File: src/rtl/wave_cap_pkg.sv
// Shared types and constants for the wave capture controller.
package wave_cap_pkg;

    typedef enum logic [2:0] {
        IDLE,
        PRE_FILL,
        WAIT_TRIG,
        POST_FILL,
        HOLD
    } cap_state_e;

    localparam logic [1:0] MODE_NORMAL = 2'd0;
    localparam logic [1:0] MODE_AUTO   = 2'd1;
    localparam logic [1:0] MODE_SINGLE = 2'd2;
    localparam logic [1:0] MODE_STOP   = 2'd3;

    localparam logic SLOPE_RISE = 1'b0;
    localparam logic SLOPE_FALL = 1'b1;

endpackage

File: src/rtl/wave_capture_ctrl_if.sv
// Wave RAM write port plus the frozen-buffer status seen by the display side.
interface wave_capture_ctrl_if #(
    parameter int DATA_W = 10,
    parameter int ADDR_W = 10
);
    logic              ram_we;
    logic [ADDR_W-1:0] ram_waddr;
    logic [DATA_W-1:0] ram_wdata;
    logic [ADDR_W-1:0] start_addr;
    logic              buf_ready;

    modport master (output ram_we, ram_waddr, ram_wdata, start_addr, buf_ready);
    modport slave  (input  ram_we, ram_waddr, ram_wdata, start_addr, buf_ready);
endinterface

File: src/rtl/wave_capture_ctrl_trig.sv
// Level/slope trigger: remembers the previous ticked sample and flags a crossing on a tick.
module wave_trig_detect
    import wave_cap_pkg::*;
#(
    parameter int DATA_W = 10
) (
    input  logic              clk,
    input  logic              rst,
    input  logic              tick_i,
    input  logic [DATA_W-1:0] sample_i,
    input  logic [DATA_W-1:0] level_i,
    input  logic              slope_i,
    output logic              trig_o
);
    logic [DATA_W-1:0] prev_q;
    logic              rise_hit;
    logic              fall_hit;

    assign rise_hit = (prev_q <  level_i) && (sample_i >= level_i);
    assign fall_hit = (prev_q >= level_i) && (sample_i <  level_i);
    assign trig_o   = tick_i && ((slope_i == SLOPE_FALL) ? fall_hit : rise_hit);

    // Previous sample advances on every tick, independent of capture state.
    always_ff @(posedge clk or posedge rst) begin
        if (rst)         prev_q <= '0;
        else if (tick_i) prev_q <= sample_i;
    end
endmodule

File: src/rtl/wave_capture_ctrl.sv
// Wave capture sequencer: sample decimation, pre-trigger window, freeze-until-frame, re-arm.
// Optional feature: define WAVE_CAP_AUTO_EN to force a capture after AUTO_TMO idle ticks in AUTO mode.
module wave_capture_ctrl
    import wave_cap_pkg::*;
#(
    parameter int DATA_W   = 10,
    parameter int ADDR_W   = 10,
    parameter int DEPTH    = 600,
    parameter int PRETRIG  = 100,
    parameter int DIV_W    = 16,
    parameter int AUTO_TMO = 4096
) (
    input  logic              clk_50m,
    input  logic              rst,
    input  logic [DATA_W-1:0] adc_data,
    input  logic [DIV_W-1:0]  sample_div,
    input  logic [DATA_W-1:0] trig_level,
    input  logic              trig_slope,
    input  logic [1:0]        mode,
    input  logic              arm,
    input  logic              frame_done,
    wave_capture_ctrl_if.master wif,
    output logic              cap_busy,
    output logic              trig_seen
);
    localparam logic [ADDR_W-1:0] PRE_LAST  = ADDR_W'(PRETRIG - 1);
    localparam logic [ADDR_W-1:0] POST_LAST = ADDR_W'(DEPTH - PRETRIG - 2);
    localparam logic [ADDR_W-1:0] ADDR_LAST = ADDR_W'(DEPTH - 1);
    localparam logic [ADDR_W:0]   OLD_OFS   = (ADDR_W+1)'(DEPTH - PRETRIG);
    localparam logic [ADDR_W:0]   DEPTH_X   = (ADDR_W+1)'(DEPTH);

    if (PRETRIG < 1 || PRETRIG >= DEPTH - 1 || AUTO_TMO < 1) begin : g_bad_params
        $error("wave_capture_ctrl: PRETRIG must lie in 1..DEPTH-2 and AUTO_TMO must be positive");
    end

    function automatic logic [ADDR_W-1:0] next_addr(input logic [ADDR_W-1:0] a);
        return (a == ADDR_LAST) ? '0 : a + 1'b1;
    endfunction

    // Oldest sample sits DEPTH-PRETRIG slots after the trigger write, modulo DEPTH.
    function automatic logic [ADDR_W-1:0] oldest_addr(input logic [ADDR_W-1:0] t);
        logic [ADDR_W:0] sum;
        sum = {1'b0, t} + OLD_OFS;
        if (sum >= DEPTH_X) sum = sum - DEPTH_X;
        return sum[ADDR_W-1:0];
    endfunction

    cap_state_e        state_q;
    logic [DIV_W-1:0]  div_cnt_q, div_cnt_d, div_max;
    logic              tick, trig, timeout;
    logic [ADDR_W-1:0] wr_addr_q, cnt_q, trig_addr_q, start_addr_q, waddr_q;
    logic [DATA_W-1:0] wdata_q;
    logic              we_q, buf_ready_q, trig_seen_q;

    assign div_max   = (sample_div == '0) ? '0 : sample_div - DIV_W'(1);
    assign tick      = (div_cnt_q >= div_max);
    assign div_cnt_d = tick ? '0 : div_cnt_q + DIV_W'(1);

    // Free-running decimation counter; tick when it wraps.
    always_ff @(posedge clk_50m or posedge rst) begin
        if (rst) div_cnt_q <= '0;
        else     div_cnt_q <= div_cnt_d;
    end

    wave_trig_detect #(.DATA_W(DATA_W)) u_trig (
        .clk      (clk_50m),
        .rst      (rst),
        .tick_i   (tick),
        .sample_i (adc_data),
        .level_i  (trig_level),
        .slope_i  (trig_slope),
        .trig_o   (trig)
    );

`ifdef WAVE_CAP_AUTO_EN
    localparam int TMO_W = $clog2(AUTO_TMO + 1);
    logic [TMO_W-1:0] tmo_q;
    logic             auto_q;

    assign timeout = auto_q && (tmo_q == TMO_W'(AUTO_TMO - 1));

    // Timeout ticks counted only while waiting; mode latched at the IDLE/HOLD decision points.
    always_ff @(posedge clk_50m or posedge rst) begin
        if (rst) begin
            tmo_q  <= '0;
            auto_q <= 1'b0;
        end else begin
            if (state_q != WAIT_TRIG) tmo_q <= '0;
            else if (tick)            tmo_q <= tmo_q + 1'b1;
            if (state_q == IDLE || state_q == HOLD) auto_q <= (mode == MODE_AUTO);
        end
    end
`else
    assign timeout = 1'b0;
`endif

    // Capture FSM with registered RAM write port and status outputs.
    always_ff @(posedge clk_50m or posedge rst) begin
        if (rst) begin
            state_q      <= IDLE;
            wr_addr_q    <= '0;
            cnt_q        <= '0;
            trig_addr_q  <= '0;
            start_addr_q <= '0;
            waddr_q      <= '0;
            wdata_q      <= '0;
            we_q         <= 1'b0;
            buf_ready_q  <= 1'b0;
            trig_seen_q  <= 1'b0;
        end else begin
            we_q <= 1'b0;
            case (state_q)
                IDLE: begin
                    if (mode == MODE_NORMAL || mode == MODE_AUTO || (mode == MODE_SINGLE && arm)) begin
                        state_q     <= PRE_FILL;
                        cnt_q       <= '0;
                        buf_ready_q <= 1'b0;
                    end
                end
                PRE_FILL, WAIT_TRIG, POST_FILL: begin
                    if (tick) begin
                        if (mode == MODE_STOP) begin
                            state_q <= IDLE;
                        end else begin
                            we_q      <= 1'b1;
                            waddr_q   <= wr_addr_q;
                            wdata_q   <= adc_data;
                            wr_addr_q <= next_addr(wr_addr_q);
                            cnt_q     <= cnt_q + 1'b1;
                            if (state_q == PRE_FILL) begin
                                if (cnt_q == PRE_LAST) begin
                                    state_q <= WAIT_TRIG;
                                    cnt_q   <= '0;
                                end
                            end else if (state_q == WAIT_TRIG) begin
                                if (trig || timeout) begin
                                    trig_addr_q <= wr_addr_q;
                                    trig_seen_q <= trig;
                                    state_q     <= POST_FILL;
                                    cnt_q       <= '0;
                                end
                            end else if (cnt_q == POST_LAST) begin
                                start_addr_q <= oldest_addr(trig_addr_q);
                                buf_ready_q  <= 1'b1;
                                state_q      <= HOLD;
                            end
                        end
                    end
                end
                HOLD: begin
                    if (frame_done) begin
                        if (mode == MODE_SINGLE || mode == MODE_STOP) begin
                            state_q <= IDLE;
                        end else begin
                            state_q     <= PRE_FILL;
                            cnt_q       <= '0;
                            buf_ready_q <= 1'b0;
                        end
                    end
                end
                default: state_q <= IDLE;
            endcase
        end
    end

    assign wif.ram_we     = we_q;
    assign wif.ram_waddr  = waddr_q;
    assign wif.ram_wdata  = wdata_q;
    assign wif.start_addr = start_addr_q;
    assign wif.buf_ready  = buf_ready_q;
    assign cap_busy       = (state_q == PRE_FILL) || (state_q == WAIT_TRIG) || (state_q == POST_FILL);
    assign trig_seen      = trig_seen_q;
endmodule

File: src/flat_wrapper.sv
// flat-port wrapper written by rule: the top's interface ports become plain ports
module wave_capture_ctrl_flat import wave_cap_pkg::*;
#(
    parameter int DATA_W   = 10,
    parameter int ADDR_W   = 10,
    parameter int DEPTH    = 600,
    parameter int PRETRIG  = 100,
    parameter int DIV_W    = 16,
    parameter int AUTO_TMO = 4096
)
  (clk_50m, rst, adc_data, sample_div, trig_level, trig_slope, mode, arm, frame_done, cap_busy, trig_seen, wif_ram_we, wif_ram_waddr, wif_ram_wdata, wif_start_addr, wif_buf_ready);
  wave_capture_ctrl_if #(.DATA_W(DATA_W), .ADDR_W(ADDR_W)) wif_i ();
  input  logic clk_50m;
  input  logic rst;
  input  logic [DATA_W-1:0] adc_data;
  input  logic [DIV_W-1:0] sample_div;
  input  logic [DATA_W-1:0] trig_level;
  input  logic trig_slope;
  input  logic [1:0] mode;
  input  logic arm;
  input  logic frame_done;
  output logic cap_busy;
  output logic trig_seen;
  output wire logic [$bits(wif_i.ram_we)-1:0] wif_ram_we;
  output wire logic [$bits(wif_i.ram_waddr)-1:0] wif_ram_waddr;
  output wire logic [$bits(wif_i.ram_wdata)-1:0] wif_ram_wdata;
  output wire logic [$bits(wif_i.start_addr)-1:0] wif_start_addr;
  output wire logic [$bits(wif_i.buf_ready)-1:0] wif_buf_ready;
  assign wif_ram_we = wif_i.ram_we;
  assign wif_ram_waddr = wif_i.ram_waddr;
  assign wif_ram_wdata = wif_i.ram_wdata;
  assign wif_start_addr = wif_i.start_addr;
  assign wif_buf_ready = wif_i.buf_ready;
  wave_capture_ctrl #(.DATA_W(DATA_W), .ADDR_W(ADDR_W), .DEPTH(DEPTH), .PRETRIG(PRETRIG), .DIV_W(DIV_W), .AUTO_TMO(AUTO_TMO)) u_core (.clk_50m(clk_50m), .rst(rst), .adc_data(adc_data), .sample_div(sample_div), .trig_level(trig_level), .trig_slope(trig_slope), .mode(mode), .arm(arm), .frame_done(frame_done), .wif(wif_i), .cap_busy(cap_busy), .trig_seen(trig_seen));
endmodule
File: config.mk
export PLATFORM = sky130hd
export DESIGN_NAME = wave_capture_ctrl_flat
export DESIGN_NICKNAME = d
export VERILOG_FILES = /design/src/rtl/wave_cap_pkg.sv /design/src/rtl/wave_capture_ctrl_if.sv /design/src/rtl/wave_capture_ctrl_trig.sv /design/src/rtl/wave_capture_ctrl.sv /design/src/flat_wrapper.sv
export SDC_FILE = /design/constraint.sdc
export NUM_CORES = 1
export LEC_CHECK = 0
export BUFFER_PORTS_ARGS = -buffer_cell sky130_fd_sc_hd__buf_2
export CAP_MARGIN = 15
export CORE_ASPECT_RATIO = 2
export CORE_MARGIN = 2
export CORE_UTILIZATION = 45
export DETAILED_ROUTE_END_ITERATION = 10
export GPL_TIMING_DRIVEN = 0
export HOLD_SLACK_MARGIN = 0.08
export PLACE_DENSITY = 0.65
export SLEW_MARGIN = 20
export SYNTH_ARGS = -nofsm -noshare
export SYNTH_HDL_FRONTEND = slang
export SYNTH_SLANG_ARGS = --single-unit
File: constraint.sdc
create_clock -name clk_50m -period 4.4 [get_ports clk_50m]
set_input_delay 0.22 -clock clk_50m [delete_from_list [all_inputs] [get_ports clk_50m]]
set_output_delay 0.22 -clock clk_50m [all_outputs]
set_load 0.01 [all_outputs]
After elaboration in Yosys (flattened, before gate mapping)
Cells that the tools add are included.
{"block": "op_classes", "muxes": 38, "magnitude_cmp": 6, "n_addsub": 6, "n_shift": 0, "mul": 0, "div": 0, "n_reduce_logical": 20, "bitwise_logic": 3, "eq_ne": 21}
{"cell": "10-bit two-way mux", "n": 11}
{"cell": "16-bit two-way mux", "n": 2}
{"cell": "10-bit case mux with 3 select lines", "n": 1}
{"cell": "3-bit two-way mux", "n": 9}
{"cell": "6-bit AND reduction", "n": 4}
{"cell": "10-bit by 1-bit adder with 10-bit output, second input constant", "n": 2}
{"cell": "10-bit greater-or-equal comparator", "n": 2}
{"cell": "10-bit less-than comparator", "n": 2}
{"cell": "16-bit by 1-bit adder with 16-bit output, second input constant", "n": 1}
{"cell": "16-bit greater-or-equal comparator", "n": 1}
{"cell": "16-bit zero test", "n": 1}
{"cell": "16-bit by 1-bit subtractor with 16-bit output, second input constant", "n": 1}
{"cell": "1-bit two-way mux", "n": 13}
{"cell": "10-bit by 9-bit adder with 11-bit output, second input constant", "n": 1}
{"cell": "11-bit by 10-bit greater-or-equal comparator with 1-bit output, second input constant", "n": 1}
{"cell": "10-bit == test, second input constant", "n": 1}
{"cell": "10-bit by 7-bit == test with 1-bit output, second input constant", "n": 1}
{"cell": "10-bit by 9-bit == test with 1-bit output, second input constant", "n": 1}
{"cell": "2-bit != test, second input constant", "n": 5}
{"cell": "10-bit subtractor, second input constant", "n": 1}
{"cell": "3-bit case mux with 3 select lines", "n": 1}
{"cell": "9-bit AND reduction", "n": 1}
{"cell": "3-bit by 2-bit == test with 1-bit output, second input constant", "n": 2}
{"cell": "2-bit by 1-bit != test with 1-bit output, second input constant", "n": 3}
{"cell": "other kinds (16)", "n": 26}
{"block": "totals", "rom_bits": 0, "latch_bits": 0, "ram_bits": 0, "word_cells": 106, "regBits": 92, "mem_count": 0}

Depth between registers and ports, before layout
{"block": "depth", "depth_word": 10, "mapped_depth": 18, "ltp_nobuf": 18}

By module
Synthesis repeated with hierarchy kept, for this count alone.
{"block": "hier_totals", "hier_cells": 584, "hier_area_um2": 5793.1}
{"module": "wave_capture_ctrl", "area_per_inst_um2": 4899.7, "cells_each": 494, "seq_area_each_um2": 2052.0, "n_inst": 1}
{"module": "wave_trig_detect", "area_per_inst_um2": 893.4, "cells_each": 90, "seq_area_each_um2": 250.2, "n_inst": 1}

Least setup slack after synthesis
Ideal clock, no wire load.
{"block": "synth_timing", "path_type": "input -> register", "from": "input sample_div[7]", "to": "register u_core.wr_addr_q[7]", "arrival_time_ps": 3781, "slack_ps": 492, "cell_stages": 15, "setup_time_ps": 128, "cell_sequence": "or4_1 > or2_2 > nand2b_1 > nor3b_1 > a21oi_1 > o22a_1 > ha_1 > nand4_1 > nor4_1 > or4b_4 > nand3_4 > nand3_4 > buf_6 > nor4_4 > mux2_1"}
{"block": "synth_between", "elab_chain_len": 4, "word_cells_on_any_way": 5, "classes_between": "1 x add/sub; 1 x order compare; 1 x mux; 2 x reduce/logical"}
{"element": "start: declaration", "line_no": "flat_wrapper.sv:16", "rtl": "input logic [DIV_W-1:0] sample_div;"}
{"element": "16-bit by 1-bit subtractor with 16-bit output / 16-bit zero test (equally long branches)", "line_no": "wave_capture_ctrl.sv:55", "rtl": "assign div_max = (sample_div == '0) ? '0 : sample_div - DIV_W'(1);"}
{"element": "16-bit two-way mux *", "line_no": "wave_capture_ctrl.sv:55"}
{"element": "16-bit greater-or-equal comparator *", "line_no": "wave_capture_ctrl.sv:56", "rtl": "assign tick = (div_cnt_q >= div_max);"}
{"element": "3-bit AND reduction (no source line) *"}
{"element": "end signal: assignment", "line_no": "wave_capture_ctrl.sv:128", "rtl": "wr_addr_q <= next_addr(wr_addr_q);"}
{"element": "end: declaration", "line_no": "wave_capture_ctrl.sv:51", "rtl": "logic [ADDR_W-1:0] wr_addr_q, cnt_q, trig_addr_q, start_addr_q, waddr_q;"}
Mark *: on every way between the ends. The rest lies on a longest branch, timed or not.
A chain may end at the register's enable or synchronous reset.

Worst setup path in the final report
{"block": "layout_timing", "from": "input sample_div[5]", "to": "register u_core.cnt_q[5]"}
{"block": "layout_between", "elab_chain_len": 10, "word_cells_on_any_way": 13, "classes_between": "1 x add/sub; 1 x order compare; 1 x eq/ne; 7 x mux; 3 x reduce/logical"}
{"element": "16-bit by 1-bit subtractor with 16-bit output / 16-bit zero test (equally long branches)", "line_no": "wave_capture_ctrl.sv:55"}
{"element": "16-bit two-way mux *", "line_no": "wave_capture_ctrl.sv:55"}
{"element": "16-bit greater-or-equal comparator *", "line_no": "wave_capture_ctrl.sv:56"}
{"element": "1-bit logical AND", "line_no": "wave_capture_ctrl_trig.sv:21", "rtl": "assign trig_o = tick_i && ((slope_i == SLOPE_FALL) ? fall_hit : rise_hit);"}
{"element": "10-bit two-way mux", "line_no": "wave_capture_ctrl.sv:136", "rtl": "if (trig || timeout) begin"}
{"element": "10-bit two-way mux", "line_no": "wave_capture_ctrl.sv:135", "rtl": "end else if (state_q == WAIT_TRIG) begin"}
{"element": "10-bit two-way mux", "line_no": "wave_capture_ctrl.sv:130", "rtl": "if (state_q == PRE_FILL) begin"}
{"element": "10-bit two-way mux", "line_no": "wave_capture_ctrl.sv:122", "rtl": "if (mode == MODE_STOP) begin"}
{"element": "10-bit two-way mux", "line_no": "wave_capture_ctrl.sv:121", "rtl": "if (tick) begin"}
{"element": "10-bit case mux with 3 select lines", "line_no": "wave_capture_ctrl.sv:112", "rtl": "case (state_q)"}
{"element": "end signal: assignment", "line_no": "wave_capture_ctrl.sv:129", "rtl": "cnt_q <= cnt_q + 1'b1;"}
{"element": "end: declaration", "line_no": "wave_capture_ctrl.sv:51"}
Mark *: on every way between the ends. The rest lies on a longest branch, timed or not. The select of a mux whose other input is x is not followed.

==> impl_metrics.env <==
export IMPL_path_clk_slew_ns=0.07
export IMPL_crit_slowest_cell="nor3b_1"
export IMPL_grt_max_degree=73
export IMPL_synth_fa_ha_area_frac=0.0987
export IMPL_synth_top_family_by_area="simple AND/OR/NAND/NOR gates"
export IMPL_hold_path_class="primary input to register"
export IMPL_cellLeakagePower_nw=3.34
export IMPL_cts_buffers=9
export IMPL_p_per_area_nw_per_um2=338
export IMPL_final_core_util=0.529
export IMPL_ys_types=62
export IMPL_avgRoutedWirePerCell_um=15.2
export IMPL_ff2ff_setup_slack_ns=1.35
export IMPL_critPathArrivalTime_ns=4.33
export IMPL_start_util=0.457
export IMPL_via_per_inst=5.52
export IMPL_routabilityCongestion=0.913
export IMPL_syn2layout_area_growth_pct=15.8
export IMPL_max_cap_violations=0
export IMPL_vias=4773
export IMPL_core_area_um2=12500
export IMPL_hold_viol_final=0
export IMPL_tightest_slew_ns=0.877
export IMPL_peakVddDrop_mv=0.272
export IMPL_die_w_um=83.6
export IMPL_syn_area_per_cell_um2=9.17
export IMPL_grt_pass1_wl_mm=22.3
export IMPL_synth_xor_area_frac=0.0553
export IMPL_hold_path_depth=3
export IMPL_die_area_um2=13700
export IMPL_status="completed"
export IMPL_finalWirelength_mm=13.2
export IMPL_design_area_um2=6610
export IMPL_synth_area_mux_share=0.0524
export IMPL_fmax_ghz=0.244
export IMPL_htreeDepth=3
export IMPL_ant_nets=0
export IMPL_place_area_um2=6310
export IMPL_synth_async_sr_flop_share=1.00
export IMPL_dp_hpwl_mm=10.4
export IMPL_path_cells="buf_2, or4_1, nor3b_1, nand2_1, clkbuf_1, nand2_1, ha_1, a21oi_1, nor2_1, a211oi_1, a31oi_1, o21ai_1, nand3b_4, o311ai_2"
export IMPL_skew_ns=0.0114
export IMPL_crit_path_start_kind="primary input"
export IMPL_final_net_count=798
export IMPL_grt_pass1_vias=4849
export IMPL_yosys_area_share_simple=0.234
export IMPL_grt_antenna_before_repair=0
export IMPL_maxSlewHeadroom=0.400
export IMPL_port_buffers=76
export IMPL_cpPeakStageDelay_ns=0.67
export IMPL_rows=58
export IMPL_worstPathMaxFanout=10
export IMPL_finalSetupViolations=0
export IMPL_n_antenna_cell=0
export IMPL_firstDrtPassIters=4
export IMPL_ios=77
export IMPL_ys_flop_type="dfrtp_1"
export IMPL_drive_above_1_share=0.197
export IMPL_die_y_um=163
export IMPL_cts_max_path_buffers=2
export IMPL_worst_path_most_repeated_cell="nand2_1"
export IMPL_crit_required_ns=4.64
export IMPL_reg2reg_depth=8
export IMPL_p_total_w=0.00223
export IMPL_synth_cell_area_um2=5710
export IMPL_post_route_period_util=0.930
export IMPL_cp_end_kind="register"
export IMPL_syn_inst=622
export IMPL_drc=0
export IMPL_yosysSeqAreaShare=0.403
export IMPL_clock_latency_ns=0.35
export IMPL_dr_first_iter_drc_count=248
export IMPL_synth_edf_count=0
export IMPL_root_buffer="clkbuf_16"
export IMPL_cts_sinks=92
export IMPL_drv_slew=0
export IMPL_cts_tree="built"
export IMPL_yosysWarnings=0
export IMPL_min_period_ns=4.09
export IMPL_synth_seq_cells=92
export IMPL_grtUsageTotal=0.201
export IMPL_syn_nets=710
export IMPL_path_class="primary input to register"
export IMPL_synth_compound_area_share=0.119
export IMPL_rsz0062_at_grt="false"
export IMPL_grt_ovfl_total=0
## state kept, by name (all words and copies together) (netlist names)
| register | flops |
|---|---|
| u_core.cnt_q | 10 |
| u_core.div_cnt_q | 16 |
| u_core.state_q | 3 |
| u_core.trig_addr_q | 10 |
| u_core.trig_seen | 1 |
| u_core.u_trig.prev_q | 10 |
| u_core.wif.buf_ready | 1 |
| u_core.wif.ram_waddr | 10 |
| u_core.wif.ram_wdata | 10 |
| u_core.wif.ram_we | 1 |
| u_core.wif.start_addr | 10 |
| u_core.wr_addr_q | 10 |
## layout by cell type, fill, tap and decap left out, types with 3 or more instances in the layout
| master | n |
|---|---|
| inv_6 | 3 |
| or2_2 | 3 |
| a211oi_1 | 5 |
| clkbuf_1 | 13 |
| clkbuf_16 | 9 |
| a31oi_1 | 4 |
| o311ai_2 | 4 |
| nand3_1 | 21 |
| nand2b_1 | 10 |
| o31ai_1 | 6 |
| mux2_2 | 22 |
| a21oi_1 | 26 |
| buf_2 | 82 |
| dfrtp_1 | 92 |
| and3_1 | 7 |
| or3_1 | 5 |
| xnor2_1 | 18 |
| o21a_1 | 3 |
| nor3_1 | 16 |
| and2_1 | 4 |
| nor2_1 | 41 |
| nor4_1 | 5 |
| inv_1 | 27 |
| o21ai_0 | 28 |
| xor2_1 | 18 |
| ha_1 | 45 |
| nand4_1 | 15 |
| nand2_1 | 116 |
| mux2i_1 | 4 |
| nor2b_1 | 8 |
## cell type report
class / count / area, um^2
plain buffers: 21 / 97.6
clock buffers: 9 / 225
clock inverters: 7 / 57.6
fillers: 1218 / 5870
inverters: 30 / 118
multi-input cells: 478 / 3200
flip-flops and latches: 92 / 2300
well taps: 150 / 188
repair buffers: 78 / 418
## path summary, 6_finish.rpt
path,to,from
hold reg to reg,u_core.trig_seen,u_core.trig_seen
hold / removal,u_core.wif.ram_wdata[4],adc_data[4]
setup / recovery,u_core.cnt_q[5],sample_div[5]
min in group asynchronous,u_core.cnt_q[2],rst
max in group asynchronous,u_core.u_trig.prev_q[1],rst
setup reg to reg,u_core.cnt_q[5],u_core.u_trig.prev_q[9]
## through the flow
step / hold WS [ns] / std cells / TNS, ns / worst slack [ns]
floorplan: 0.325 / 622 / 0 / 0.492
detailed placement: 0.178 / 849 / -4.39 / -0.217
global placement: 0.448 / 848 / -1.03 / -0.0711
global route: 0.116 / 865 / 0 / 0.0101
finish: 0.103 / 865 / 0 / 0.310
CTS: 0.0979 / 866 / 0 / 0.136
## cell usage after synthesis (all sizes together) (10+ instances only)
cell type	instances	area, um^2
dfrtp	92	2300
nor3	16	80.1
a21oi	26	130
o21ai	30	150
xor2	18	158
xnor2	18	158
clkbuf	14	52.6
nor2	41	154
ha	45	563
nand2	116	435
nand3	23	140
nand2b	10	62.6
inv	28	105
mux2	23	259
nand4	16	106
## what timing repair did
| action | 4_1_cts | 5_1_grt |
|---|---|---|
| setup endpoints to repair | 0 | 19 |
| hold buffers | 1 | 0 |
| resized for setup | 0 | 5 |
| setup buffers | 0 | 0 |
| endpoints found under the hold margin | 20 | 0 |
## routing by layer
| layer | part of all wire | routed length [um] | global-route usage |
|---|---|---|---|
| met1 | 0.38 | 4990 | 0.211 |
| met2 | 0.56 | 7350 | 0.385 |
| met3 | 0.029 | 387 | 0.0303 |
| met4 | 0.035 | 455 | 0.0902 |
| met5 | 0 | 0 | 0 |
## where the power goes
group          internal, W  leakage (nW)  switching, W
combinational     0.000202          1.95      0.000291
sequential        0.000913          1.25     0.0000743
clock             0.000393         0.140      0.000359
total              0.00151          3.34      0.000725
## worst max-delay path, delay by kind of cell
kind,cells,cell delay [ns]
adders and majority gates,1,0.25
buffers and inverters,2,0.38
and+or+nand+nor,6,1.83
AOI/OAI and AO/OA,5,1.65
## cell families after synthesis
kind of cell | Yosys count
adder cells (fa/ha/maj) | 45
AO/OA/AOI/OAI | 101
flip-flops | 92
XOR/XNOR | 36
buffers and inverters | 52
multiplexers | 27
AND/OR/NAND/NOR | 269
Note: power is estimated with default switching activity, not from simulation.
